--- src/rtl/fabric_reset_sequencer.sv ---
// Lock-qualified reset sequencer: waits for a stable PLL lock, then releases reset domains in order.
// Optional lock-loss counter is built when FAB_RST_LOCK_LOST_CNT_EN is defined.
module fabric_reset_sequencer #(
  parameter int LOCK_STABLE_CYCLES = 1024,
  parameter int STAGE_GAP          = 16,
  parameter int NUM_STAGES         = 3
) (
  input  logic                  CLK,
  input  logic                  RST,
  input  logic                  LOCK,
  input  logic                  SW_RST_REQ,
  output logic [NUM_STAGES-1:0] FAB_RST_N,
  output logic                  READY,
  output logic [1:0]            STATE,
  output logic [7:0]            LOCK_LOST_CNT
);

  localparam int CW = (LOCK_STABLE_CYCLES > 1) ? $clog2(LOCK_STABLE_CYCLES) : 1;
  localparam int GW = (STAGE_GAP > 1) ? $clog2(STAGE_GAP) : 1;
  localparam int IW = (NUM_STAGES > 1) ? $clog2(NUM_STAGES) : 1;
  localparam logic [CW-1:0] STABLE_LAST = CW'(LOCK_STABLE_CYCLES - 1);
  localparam logic [GW-1:0] GAP_LAST    = GW'(STAGE_GAP - 1);
  localparam logic [IW-1:0] IDX_LAST    = IW'(NUM_STAGES - 1);

  typedef enum logic [1:0] {
    WAIT_LOCK = 2'd0,
    STABLE    = 2'd1,
    RELEASE   = 2'd2,
    RUN       = 2'd3
  } state_e;

  state_e                  state_q;
  logic [1:0]              lock_sync_q;
  logic                    lock_s;
  logic [CW-1:0]           stable_cnt_q;
  logic [GW-1:0]           gap_q;
  logic [IW-1:0]           idx_q;
  logic [NUM_STAGES-1:0]   fab_q;
  logic                    ready_q;

  assign lock_s = lock_sync_q[1];

  // Two-flop synchronizer: the only place LOCK is sampled.
  always_ff @(posedge CLK or posedge RST) begin
    if (RST) begin
      lock_sync_q <= 2'b00;
    end else begin
      lock_sync_q <= {lock_sync_q[0], LOCK};
    end
  end

  // Sequencer FSM; priority is lock loss, then soft reset, then normal stepping.
  always_ff @(posedge CLK or posedge RST) begin
    if (RST) begin
      state_q      <= WAIT_LOCK;
      stable_cnt_q <= '0;
      gap_q        <= '0;
      idx_q        <= '0;
      fab_q        <= '0;
      ready_q      <= 1'b0;
    end else begin
      case (state_q)
        WAIT_LOCK: begin
          fab_q   <= '0;
          ready_q <= 1'b0;
          if (lock_s) begin
            state_q      <= STABLE;
            stable_cnt_q <= '0;
          end else begin
            state_q <= WAIT_LOCK;
          end
        end
        STABLE: begin
          if (!lock_s) begin
            state_q <= WAIT_LOCK;
          end else if (stable_cnt_q == STABLE_LAST) begin
            state_q <= RELEASE;
            idx_q   <= '0;
            gap_q   <= '0;
          end else begin
            stable_cnt_q <= stable_cnt_q + CW'(1);
          end
        end
        RELEASE: begin
          if (!lock_s) begin
            state_q <= WAIT_LOCK;
            fab_q   <= '0;
            ready_q <= 1'b0;
          end else if (SW_RST_REQ) begin
            idx_q   <= '0;
            gap_q   <= '0;
            fab_q   <= '0;
            ready_q <= 1'b0;
          end else if (gap_q == GAP_LAST) begin
            fab_q[idx_q] <= 1'b1;
            gap_q        <= '0;
            if (idx_q == IDX_LAST) begin
              state_q <= RUN;
              ready_q <= 1'b1;
            end else begin
              idx_q <= idx_q + IW'(1);
            end
          end else begin
            gap_q <= gap_q + GW'(1);
          end
        end
        RUN: begin
          if (!lock_s) begin
            state_q <= WAIT_LOCK;
            fab_q   <= '0;
            ready_q <= 1'b0;
          end else if (SW_RST_REQ) begin
            state_q <= RELEASE;
            idx_q   <= '0;
            gap_q   <= '0;
            fab_q   <= '0;
            ready_q <= 1'b0;
          end else begin
            fab_q   <= '1;
            ready_q <= 1'b1;
          end
        end
        default: begin
          state_q <= WAIT_LOCK;
          fab_q   <= '0;
          ready_q <= 1'b0;
        end
      endcase
    end
  end

  assign FAB_RST_N = fab_q;
  assign READY     = ready_q;
  assign STATE     = state_q;

`ifdef FAB_RST_LOCK_LOST_CNT_EN
  logic [7:0] lost_cnt_q;
  logic [7:0] lost_cnt_d;
  logic       lost_evt_s;

  // Only losses after release has started are counted.
  assign lost_evt_s = !lock_s && ((state_q == RELEASE) || (state_q == RUN));

  // Saturating next value for the lock-loss counter.
  always_comb begin
    lost_cnt_d = lost_cnt_q;
    if (lost_evt_s && (lost_cnt_q != 8'hFF)) begin
      lost_cnt_d = lost_cnt_q + 8'd1;
    end else begin
      lost_cnt_d = lost_cnt_q;
    end
  end

  // Lock-loss counter register.
  always_ff @(posedge CLK or posedge RST) begin
    if (RST) begin
      lost_cnt_q <= 8'd0;
    end else begin
      lost_cnt_q <= lost_cnt_d;
    end
  end

  assign LOCK_LOST_CNT = lost_cnt_q;
`else
  assign LOCK_LOST_CNT = 8'd0;
`endif

endmodule

--- config.mk ---
export PLATFORM = sky130hd
export DESIGN_NAME = fabric_reset_sequencer
export DESIGN_NICKNAME = d
export VERILOG_FILES = /design/src/rtl/fabric_reset_sequencer.sv
export SDC_FILE = /design/constraint.sdc
export NUM_CORES = 1
export LEC_CHECK = 0
export CORE_ASPECT_RATIO = 2
export CORE_MARGIN = 2
export CORE_UTILIZATION = 50
export CTS_CLUSTER_DIAMETER = 100
export CTS_CLUSTER_SIZE = 20
export DETAILED_ROUTE_END_ITERATION = 10
export GPL_ROUTABILITY_DRIVEN = 0
export MAX_ROUTING_LAYER = met4
export PLACE_DENSITY = 0.73
export SLEW_MARGIN = 15
export SYNTH_ARGS = -nofsm -noshare
export SYNTH_HDL_FRONTEND = slang
export SYNTH_SLANG_ARGS = --single-unit
--- constraint.sdc ---
create_clock -name CLK -period 3 [get_ports CLK]
set_input_delay 0.6 -clock CLK [delete_from_list [all_inputs] [get_ports CLK]]
set_output_delay 0.6 -clock CLK [all_outputs]
set_load 0.05 [all_outputs]
==> impl_results.md <==
- RSZ-0062 raised after global routing: false
- CP bufs+invs: 1
- Initial antenna violation count: 0
- FFs w/ async S/R, synth: 100%
- Fmax: 456 MHz
- Clock Latency Late Sink: 270 ps
- Final hold violation count: 0
- Clk root buf: clkbuf_8
- CTS clk-pin slew, worst paths: 80 ps
- Met2 Use GR: 39.7%
- Mapped Area: 1420 sq um
- DRC viols: 0
- Worst setup startpoint: STATE[1]
- Cell family with most CP delay: buffers and inverters
- Hpwl dp: 2260 um
- WP data arrival: 1590 ps
- Final setup vio count: 0
- Outcome: finished clean
- Layout Area Growth over Synthesis: 7.92%
- Max cap viols: 0
- Routed Antenna Nets: 0
- Max incr delay on CP: 850 ps
- Htree depth: 1
- Largest net degree at the start of global routing: 25
- Global Route Usage Sum: 19.7%
- Hold WC Path Type: reg2reg
- Number of core rows: 27
- Initial DRC Count: 71
- Unique cell type count in the Yosys netlist: 47
- Initial Utilization: 51.9%
- DRT Pass-1 Iters: 4
- Antenna fix cells: 0
- CTS Hold Bufs: 0
- Layout cell share with drive strength beyond 1: 10.9%
- Clock Skews: 3.49 ps
- Vias in the first global route: 1114
- Fin. max-slew vios: 0
- Final nets: 167
- Syn Inst Count: 147
- Placed cells: 182
- Vias: 1106
- Setup TNS: 0 ps
- Fill cells: 265
- Seq/Total Area, Yosys: 42.3%
- Die width: 41.7 um
- Global-route wire length before repair: 4910 um
- Leakage power: 0.707 nW
- Post-CTS sizing: 0
- CTS Buf Count: 3
- Avg Inst Size Synth: 9.67 sq um
- Slew at the pin closest to its max-slew limit: 947 ps
- GR peak layer: met2
- Die height: 79.4 um
- WL/cell: 15.8 um
- Clk buf depth: 2
- Launch point of the worst reg-to-reg path: stable_cnt_q[0]
- Final Non-Filler Cells: 185
- Crit-path max FO: 8
- Hold path start: lock_sync_q[0]
- GR Layer Usage met3: 2.04%
- Rel. slew slack: 36.8%
- Number of I/O port buffers: 9
- Final period utilization: 73.1%
- Warnings from Yosys: 0
- Core area: 2740 sq um
- Total gr overflow: 0
- Maximum vdd ir drop: 362 uV
- Pwr Density: 391 nW/um^2
- Routed WL: 2930 um
- CP Cell Sequence: clkdlybuf4s50_1
- Final Critical Period: 2190 ps
- Yosys reg bits: 24
- Critical Path Start Type: flop
- Postcts setup bufs: 0
- Number of vias per cell: 5.98
- Setup Crit Path Kind: reg2out
- Die area: 3310 sq um
- IO Count: 18
- Clock sink count: 24
- Post-synth EDFFs: 0
- CP Capture Type: primary output
- M1 GR Usage: 18.1%
- CP max-delay cell: clkdlybuf4s50_1
- Top_reg_cell synth: dfrtp_1
- CTS tree: built
- Critical Path RT: 2400 ps
[final cells by class]
type	count	area (sq um)	area share, %
Inverter	12	45.0	2.94
Timing Repair Buffer	10	97.6	6.36
Multi-Input combinational cell	107	713	46.5
Tap cell	29	36.3	2.37
Clock buffer	3	41.3	2.69
Sequential cell	24	601	39.2
[report_power, final]
part / switching [mW] / leakage, nW / internal (mW)
combinational: 0.0509 / 0.371 / 0.0174
clock: 0.101 / 0.0216 / 0.0899
sequential: 0.00966 / 0.314 / 0.331
[state kept, by name (all words and copies together) (netlist names)]
signal	count
READY	1
STATE	2
idx_q	2
lock_sync_q	2
FAB_RST_N	3
gap_q	4
stable_cnt_q	10
[layout by cell type (no fill, tap or decap), types with 2 or more instances in the layout]
master,synthesis,final
dfrtp_1,24,24
inv_1,12,12
nand2_1,12,12
nor2_1,10,10
o21ai_0,9,9
clkdlybuf4s50_1,0,9
a21oi_1,8,8
conb_1,1,8
ha_1,5,5
o21a_1,4,4
and2_1,3,3
o31ai_1,3,3
and3_1,3,3
mux2i_1,3,3
nand4_1,3,3
a22o_1,3,3
clkbuf_8,1,3
nand3_2,2,2
nor3_2,2,2
a31oi_1,2,2
nand3_1,2,2
nor3_1,2,2
[through the flow]
stage	instance area (sq um)	power [mW]	hold WS (ps)	utilization (%)	setup slack, ps
final	1530	0.600	352	56.1	808
after global routing	1530	0.620	366	56.1	763
after CTS	1530	0.603	355	56.1	799
after detailed placement	1490	0.416	336	54.5	955
after global placement	1490	0.414	334	54.5	1000
after floorplan	1450	0.410	331	-	1300
[synthesized netlist by cell type, drive strengths merged, types with 2 or more instances]
cell / count / area share (%)
dfrtp: 24 / 42
nand2: 13 / 4.0
inv: 12 / 3.2
nor2: 10 / 2.6
a21oi: 9 / 3.4
buf: 9 / 5.0
o21ai: 9 / 3.2
ha: 5 / 4.4
and2: 4 / 1.8
nand3: 4 / 2.1
nand4: 4 / 2.8
nor3: 4 / 2.1
o21a: 4 / 2.1
o31ai: 4 / 2.5
a22o: 3 / 1.8
and3: 3 / 1.3
mux2i: 3 / 2.1
a31oi: 2 / 0.88
clkbuf: 2 / 1.2
[kinds of logic (layout without fill, tap and decap cells)]
kind of cell,Yosys count,count (layout),synth area share [%]
AND/OR/NAND/NOR,51,51,22.3
multiplexers,3,3,2.11
adder cells (fa/ha/maj),5,5,4.40
AO/OA/AOI/OAI,38,38,18.0
buffers and inverters,23,25,9.42
flip-flops,24,24,42.3
XOR/XNOR,2,2,1.23
other,1,8,0.264
[layer usage]
metal,part of all wire (%),vias to the layer above,wire [um]
met1,36,549,1050
met2,59,24,1720
met5,0,-,0
met3,3.3,6,97
li1,-,527,-
met4,2.0,0,58
[worst paths after layout]
check | slack (ps) | to | cells past startpoint
setup / recovery | 810 | STATE[1] | 1
hold / removal | 350 | lock_sync_q[1] | 0
setup reg to reg | 1300 | idx_q[0] | 5
hold reg to reg | 350 | lock_sync_q[1] | 0
max in group asynchronous | 1580 | stable_cnt_q[8] | 2
min in group asynchronous | 840 | gap_q[3] | 2
Power figures use the tool's default switching activity.
